$ cat src/rtl/field_color_vote.sv
// rtl/field_color_vote.sv - per-field colour majority vote with signal-loss detect
//
// Samples the classifier colour code once per video field, a fixed delay after
// the VREF falling edge, keeps a sliding window of the last DEPTH codes and
// publishes a colour only when one code holds at least VOTE_MIN window slots.
//
// Ports
//   llc          in   1  pixel clock, all logic on rising edge
//   rst_n        in   1  synchronous active-low reset
//   vref         in   1  decoder VREF, already in the llc domain
//   color_in     in   2  classifier code: 01 red, 10 blue, 11 green, 00 error
//   color_out    out  2  voted colour code
//   color_valid  out  1  color_out is a voted non-error colour
//   lamp         out  3  one-hot {red, green, blue}, 000 when not valid
//   sig_lost     out  1  no field seen for TIMEOUT cycles
module field_color_vote #(
    parameter int DEPTH      = 8,
    parameter int VOTE_MIN   = 6,
    parameter int SAMPLE_DLY = 2,
    parameter int TIMEOUT    = 1620000
) (
    input  logic       llc,
    input  logic       rst_n,
    input  logic       vref,
    input  logic [1:0] color_in,
    output logic [1:0] color_out,
    output logic       color_valid,
    output logic [2:0] lamp,
    output logic       sig_lost
);

    localparam int CW = $clog2(DEPTH + 1);
    localparam int DW = $clog2(SAMPLE_DLY + 1);
    localparam int TW = $clog2(TIMEOUT + 1);

    logic                 r_vref_q;
    logic                 r_vref_d;
    logic [DW-1:0]        r_dly;
    logic                 r_decide;
    logic [2*DEPTH-1:0]   r_hist;
    logic [CW-1:0]        r_fill;
    logic [CW-1:0]        r_cnt [4];
    logic [TW-1:0]        r_timer;

    logic                 w_fall;
    logic                 w_strobe;
    logic                 w_full;
    logic [1:0]           w_evict;
    logic                 w_timeout;
    logic [CW-1:0]        w_cnt_nxt [4];
    logic [3:0]           w_hit;

    // vref is registered once before the edge detect so the fall pulse sits
    // in the cycle after the first edge that samples vref low.
    assign w_fall    = r_vref_d & ~r_vref_q;
    // Countdown value 0 means idle; the strobe is the cycle it steps 1 -> 0.
    assign w_strobe  = (r_dly == DW'(1));
    assign w_full    = (r_fill == CW'(DEPTH));
    assign w_evict   = r_hist[2*DEPTH-1 -: 2];
    // A fall in the same cycle clears the timer, so it beats the timeout.
    assign w_timeout = !w_fall && (r_timer == TW'(TIMEOUT - 1));

    always_comb begin
        for (int k = 0; k < 4; k++) begin
            w_cnt_nxt[k] = r_cnt[k];
            if (color_in == 2'(k)) begin
                w_cnt_nxt[k] = w_cnt_nxt[k] + CW'(1);
            end
            if (w_full && (w_evict == 2'(k))) begin
                w_cnt_nxt[k] = w_cnt_nxt[k] - CW'(1);
            end
            w_hit[k] = (r_cnt[k] >= CW'(VOTE_MIN));
        end
    end

    always_ff @(posedge llc) begin
        if (!rst_n) begin
            r_vref_q    <= 1'b0;
            r_vref_d    <= 1'b0;
            r_dly       <= '0;
            r_decide    <= 1'b0;
            r_hist      <= '0;
            r_fill      <= '0;
            for (int k = 0; k < 4; k++) begin
                r_cnt[k] <= '0;
            end
            r_timer     <= '0;
            color_out   <= 2'b00;
            color_valid <= 1'b0;
            lamp        <= 3'b000;
            sig_lost    <= 1'b0;
        end else begin
            r_vref_q <= vref;
            r_vref_d <= r_vref_q;

            if (w_fall) begin
                r_timer  <= '0;
                sig_lost <= 1'b0;
            end else if (r_timer != TW'(TIMEOUT)) begin
                r_timer <= r_timer + TW'(1);
            end

            if (w_timeout) begin
                sig_lost    <= 1'b1;
                r_dly       <= '0;
                r_decide    <= 1'b0;
                r_hist      <= '0;
                r_fill      <= '0;
                for (int k = 0; k < 4; k++) begin
                    r_cnt[k] <= '0;
                end
                color_out   <= 2'b00;
                color_valid <= 1'b0;
                lamp        <= 3'b000;
            end else begin
                // A fall reloads even when the strobe fires this cycle; the
                // strobe below still takes its sample.
                if (w_fall) begin
                    r_dly <= DW'(SAMPLE_DLY);
                end else if (r_dly != '0) begin
                    r_dly <= r_dly - DW'(1);
                end

                r_decide <= w_strobe;

                if (w_strobe) begin
                    r_hist <= {r_hist[2*DEPTH-3:0], color_in};
                    if (!w_full) begin
                        r_fill <= r_fill + CW'(1);
                    end
                    for (int k = 0; k < 4; k++) begin
                        r_cnt[k] <= w_cnt_nxt[k];
                    end
                end

                // No branch taken means outputs hold (hysteresis).
                if (r_decide && (r_fill >= CW'(VOTE_MIN))) begin
                    if (w_hit[1]) begin
                        color_out   <= 2'b01;
                        color_valid <= 1'b1;
                        lamp        <= 3'b100;
                    end else if (w_hit[3]) begin
                        color_out   <= 2'b11;
                        color_valid <= 1'b1;
                        lamp        <= 3'b010;
                    end else if (w_hit[2]) begin
                        color_out   <= 2'b10;
                        color_valid <= 1'b1;
                        lamp        <= 3'b001;
                    end else if (w_hit[0]) begin
                        color_out   <= 2'b00;
                        color_valid <= 1'b0;
                        lamp        <= 3'b000;
                    end
                end
            end
        end
    end

endmodule

$ cat config.mk
export PLATFORM = sky130hd
export DESIGN_NAME = field_color_vote
export DESIGN_NICKNAME = d
export VERILOG_FILES = /design/src/rtl/field_color_vote.sv
export SDC_FILE = /design/constraint.sdc
export NUM_CORES = 1
export LEC_CHECK = 0
export CORE_ASPECT_RATIO = 1.4
export CORE_MARGIN = 5
export CORE_UTILIZATION = 45
export DETAILED_ROUTE_END_ITERATION = 7
export PLACE_DENSITY_LB_ADDON = 0.08
export SETUP_SLACK_MARGIN = 0.3
export SYNTH_ARGS = -nofsm -noshare
export SYNTH_HDL_FRONTEND = slang
export SYNTH_SLANG_ARGS = --single-unit
$ cat constraint.sdc
create_clock -name llc -period 2.2 [get_ports llc]
set_input_delay 0.44 -clock llc [delete_from_list [all_inputs] [get_ports llc]]
set_output_delay 0.44 -clock llc [all_outputs]
set_load 0.005 [all_outputs]
# == After elaboration in Yosys (flattened, before gate mapping) ==
# Memory sizes are Yosys's and may differ from the RTL's.
# Index checks and enable logic that the tools add are counted.
# classes
addsub,11
n_lt_le_gt_ge,5
n_eq_ne,10
mux,40
n_bitwise,12
n_reduce_logical,18
# ops
op,count
4-bit 2-to-1 mux,16
"21-bit by 1-bit adder with 21-bit output, second input constant",1
"21-bit equality test, second input constant",1
"21-bit != test, second input constant",1
"4-bit by 1-bit adder with 4-bit output, second input constant",5
"4-bit by 3-bit >= comparator with 1-bit output, second input constant",5
"4-bit by 1-bit subtractor with 4-bit output, second input constant",4
1-bit 2-to-1 mux,14
2-bit 2-to-1 mux,6
3-bit 2-to-1 mux,4
"2-bit equality test, second input constant",4
1-bit bitwise OR,8
"2-bit by 1-bit equality test with 1-bit output, second input constant",3
1-bit logical AND,6
2-bit nonzero test,3
"4-bit equality test, second input constant",1
2-bit zero test,2
2-bit AND reduction,2
4-bit nonzero test,1
2-bit OR reduction,2
1-bit inverter,3
3-bit OR reduction,1
"2-bit by 1-bit subtractor with 2-bit output, second input constant",1
1-bit AND,1
1-bit zero test,1
# totals
regBits,53
ramBits,16
wordCells,109
n_memories,1
# memory_table
name,depth,width,rd,rd_ports_with_merged_regs,wr,line,text
r_cnt,4,4,4,0,4,42,logic [CW-1:0] r_cnt [4];

# == Logic depth before layout (Yosys ltp) ==
# depth
word_depth,9
ltp_mapped,10

# == Worst setup path before layout ==
# No wires, ideal clock.
# synth_timing
path_type,register to register
startpoint,mem r_cnt[2][0] in the netlist's numbering
endpoint,mem r_cnt[2][2] in the netlist's numbering
setup_ns,0.117
t_arrival_ns,1.877
required_ns,2.083
setup_slack_ns,0.206
path_stages_with_launch,11
path_cell_list,dfxtp_1 > clkbuf_1 > inv_1 > ha_1 > nand2_1 > o21ai_0 > ha_1 > nor4b_1 > mux2i_1 > xor2_1 > nor2_1
# synth_lines
item,line
start: declaration,42

==> results.yml <==
sta:
  min_period_ps: 1910
  drv_slew: 0
  tightest_slew_ps: 607
  whs_ps: 446
  max_slew_margin_pct: 59.5
  finClkSkew_ps: 4.26
  final-setup-viol-count: 0
  fmax_ghz: 0.523
  layout_setup_ws_ps: 287
  rsz0062_at_grt: "yes"
  final_hold_viol_count: 0
  fin_crit_sh_pct: 87.0
floorplan:
  core_area_sq_um: 7700
  die_h_um: 115
  io_pins: 12
  start_util_pct: 45.7
  die_w_um: 84.8
  rows: 38
  die-area_sq_um: 9720
clocking:
  cts-htree-levels: 3
  cts_root_buf: "clkbuf_8"
  clkLatencyLatePin_ps: 340
  holdBufCountCts: 0
  clkSinkCount: 69
  max-clock-path-buffers: 2
  cts_buffers: 9
  cts_tree: "yes"
  clk_pin_slew_ps: 70
run:
  cap_violations: 0
global_route:
  grt_max_degree: 24
  grt_pass1_vias: 2684
  antenna_found_initial: 0
  grt_overflow: 0
  grt_pass1_wl_mm: 12.1
  grt_util_all_layers_pct: 15.7
yosys:
  synthFlopType: "dfxtp_1"
  synth-seq-area-share_pct: 42.6
  synth.distinct_cells: 48
  synth_nets: 426
  synth-seq-cells: 69
  async_reset_ff_share_pct: 0
  yosysTopAreaCellShare_pct: 32.4
  yosysWarnings: 0
  synth_top_area_cell: "dfxtp_1"
  syn_inst: 404
  syn_area_per_cell_sq_um: 8.72
  synth.top_cells.by_area: "dfxtp_1 32%, edfxtp_1 10%, ha_1 6.0%, nand2_1 5.6%, xnor2_1 5.5%"
  syn_area_sq_um: 3520
  synth_edf_count: 12
worst_setup_path:
  end_kind: "flip-flop"
  reg2regPathDepth: 5
  critPathRequiredTime_ps: 2240
  r2r_start: "r_timer[17]"
  critPathMaxFanout: 8
  worstReg2RegEnd: "r_cnt[0][3]"
  r2r_slack_ps: 290
  crit_arrival_ps: 1950
  worstSetupPathType: "flip-flop to flip-flop"
  critPathLaunchType: "flip-flop"
placed_design:
  pre_cts_slack_ps: -239
  routabilityCongestion: 0.819
  io_buffers: 11
  place_area_sq_um: 3870
  dpl.hpwl_mm: 5.19
layout:
  drive_gt1_share_pct: 18.3
  area_delta_synth_final_pct: 22.7
  final_nets: 465
  fillers: 718
  n_antenna_cell: 0
  finalInstanceArea_sq_um: 4320
hold_path:
  holdPathStages: 2
  min_path_type: "flip-flop to flip-flop"
  min_from: "r_hist[11]"
  whs_endpoint: "r_hist[13]"
detailed_routing:
  ant_nets: 0
  post_drt_wl_per_cell_um: 13.2
  first_iter_violations: 113
  drc: 0
  viasPerCell: 5.16
  vias: 2827
  wirelength_mm: 7.25
  first_pass_iters: 4
power_and_ir_drop:
  power.static_leakage_nw: 1.58
  power_w: 0.00248
  vdd_drop_max_mv: 0.487
  powerDensity_nw_per_um2: 575
run_status:
  status: "finished clean"
synth_stat cells (2+ instances only):
master,count
edfxtp_1,12
buf_1,3
dfxtp_1,57
nor4b_1,2
nand3_1,15
nor2_1,50
mux2i_1,6
nor2b_1,4
o21a_1,2
a211oi_1,2
o31ai_1,2
and2_1,3
nor4_1,3
a21oi_1,26
mux2_2,2
xor2_1,21
nand2b_1,10
nand3b_1,2
ha_1,17
buf_2,2
o21ai_0,20
nand4_1,13
nand2_1,53
and3_1,3
clkbuf_1,8
inv_1,16
nor3_1,5
xnor2_1,22
or3_1,3
a22oi_1,2
what timing repair did:
item | 4_1_cts | 5_1_grt
pin swaps | 2 | 6
setup buffers | 5 | 4
gates resized for setup | 26 | 18
endpoints found under the setup margin | 47 | 48
gates cloned | 0 | 1
cells in the final DEF, fill, tap and decap left out, types with 2 or more instances in the layout:
master and instances:
buf_6 2, nand4_1 13, buf_4 27, clkdlybuf4s50_1 9, nor3_1 4, or3_1 3, inv_1 15, clkinv_2 2
edfxtp_1 12, nand2b_4 2, dfxtp_2 5, ha_1 15, nor2b_1 2, nand3_1 14, dfxtp_1 51, nand2_2 2
xnor2_1 21, clkbuf_16 2, nand2_1 51, a22oi_1 2, nand2b_1 8, clkbuf_8 10, buf_12 2, nor2b_4 2
mux2_2 2, nand3b_1 2, mux2i_2 2, and3_1 3, nor2_1 50, and2_1 3, o21ai_0 19, mux2i_1 4
a21oi_1 26, o21a_1 2, ha_2 2, xor2_1 21, clkbuf_1 2
critical path: stages, from the launching register on:
cell,delay [ps]
dfxtp_4,360
nor4bb_4,290
nand4_1,160
or3_4,390
o21ai_4,180
nand2b_4,230
metal layers:
| metal | track usage (%) | vias to the layer above | wire, um |
|---|---|---|---|
| met4 | 9.93 | 0 | 253 |
| met3 | 2.23 | 18 | 118 |
| li1 | - | 1457 | - |
| met2 | 29.2 | 25 | 3960 |
| met1 | 16.2 | 1327 | 2920 |
| met5 | 0 | - | 0 |
how the worst max path moves through the flow:
stage | start | endpoint | slack, ps | cells past startpoint
6_report | r_timer[17] | r_cnt[0][3] | 290 | 5
3_3_place_gp | color_in[1] | r_cnt[2][2] | -190 | 9
2_1_floorplan | r_cnt[2][0] | r_cnt[2][2] | 300 | 10
4_1_cts | r_timer[17] | r_cnt[2][3] | 220 | 7
5_1_grt | r_timer[17] | r_cnt[0][3] | 200 | 5
3_5_place_dp | color_in[1] | r_cnt[2][2] | -240 | 9
sequential cells by signal (all words and copies together), names as in the netlist, 2 cells and up:
register / flops
r_timer: 21
r_cnt: 16
r_hist: 16
r_fill: 4
lamp: 3
color_out: 2
r_dly: 2
area by class of cell:
type | instances | area [sq um] | area share, %
Inverter | 16 | 60.1 | 1.39
Clock inverter | 3 | 16.3 | 0.376
Sequential cell | 69 | 1510 | 35.0
Tap cell | 100 | 125 | 2.89
Clock buffer | 13 | 170 | 3.94
Multi-Input combinational cell | 304 | 2040 | 47.1
Timing Repair Buffer | 43 | 402 | 9.29
logic make-up (layout without fill, tap and decap cells):
kind of cell | Yosys count | after routing | synth area share [%]
xor gates and xnor gates | 43 | 43 | 10.7
and+or+nand+nor | 175 | 175 | 24.3
adders and majority gates | 17 | 17 | 6.04
buffers and inverters | 31 | 75 | 3.69
AOI/OAI and AO/OA | 61 | 61 | 10.3
muxes | 8 | 8 | 2.34
DFF | 69 | 69 | 42.6
stage by stage:
stage | util, % | setup TNS (ps) | cells
after floorplan | - | 0 | 404
after global placement | 50.2 | -670 | 522
after detailed placement | 50.2 | -1090 | 522
after CTS | 54.5 | 0 | 543
after global routing | 56.1 | 0 | 548
final | 56.1 | 0 | 548
power breakdown:
group          internal, W  total, W  switching, W
clock network     0.000507  0.000976      0.000470
logic            0.0000936  0.000191     0.0000978
registers          0.00130   0.00132     0.0000175
(Power assumes the default switching activity.)
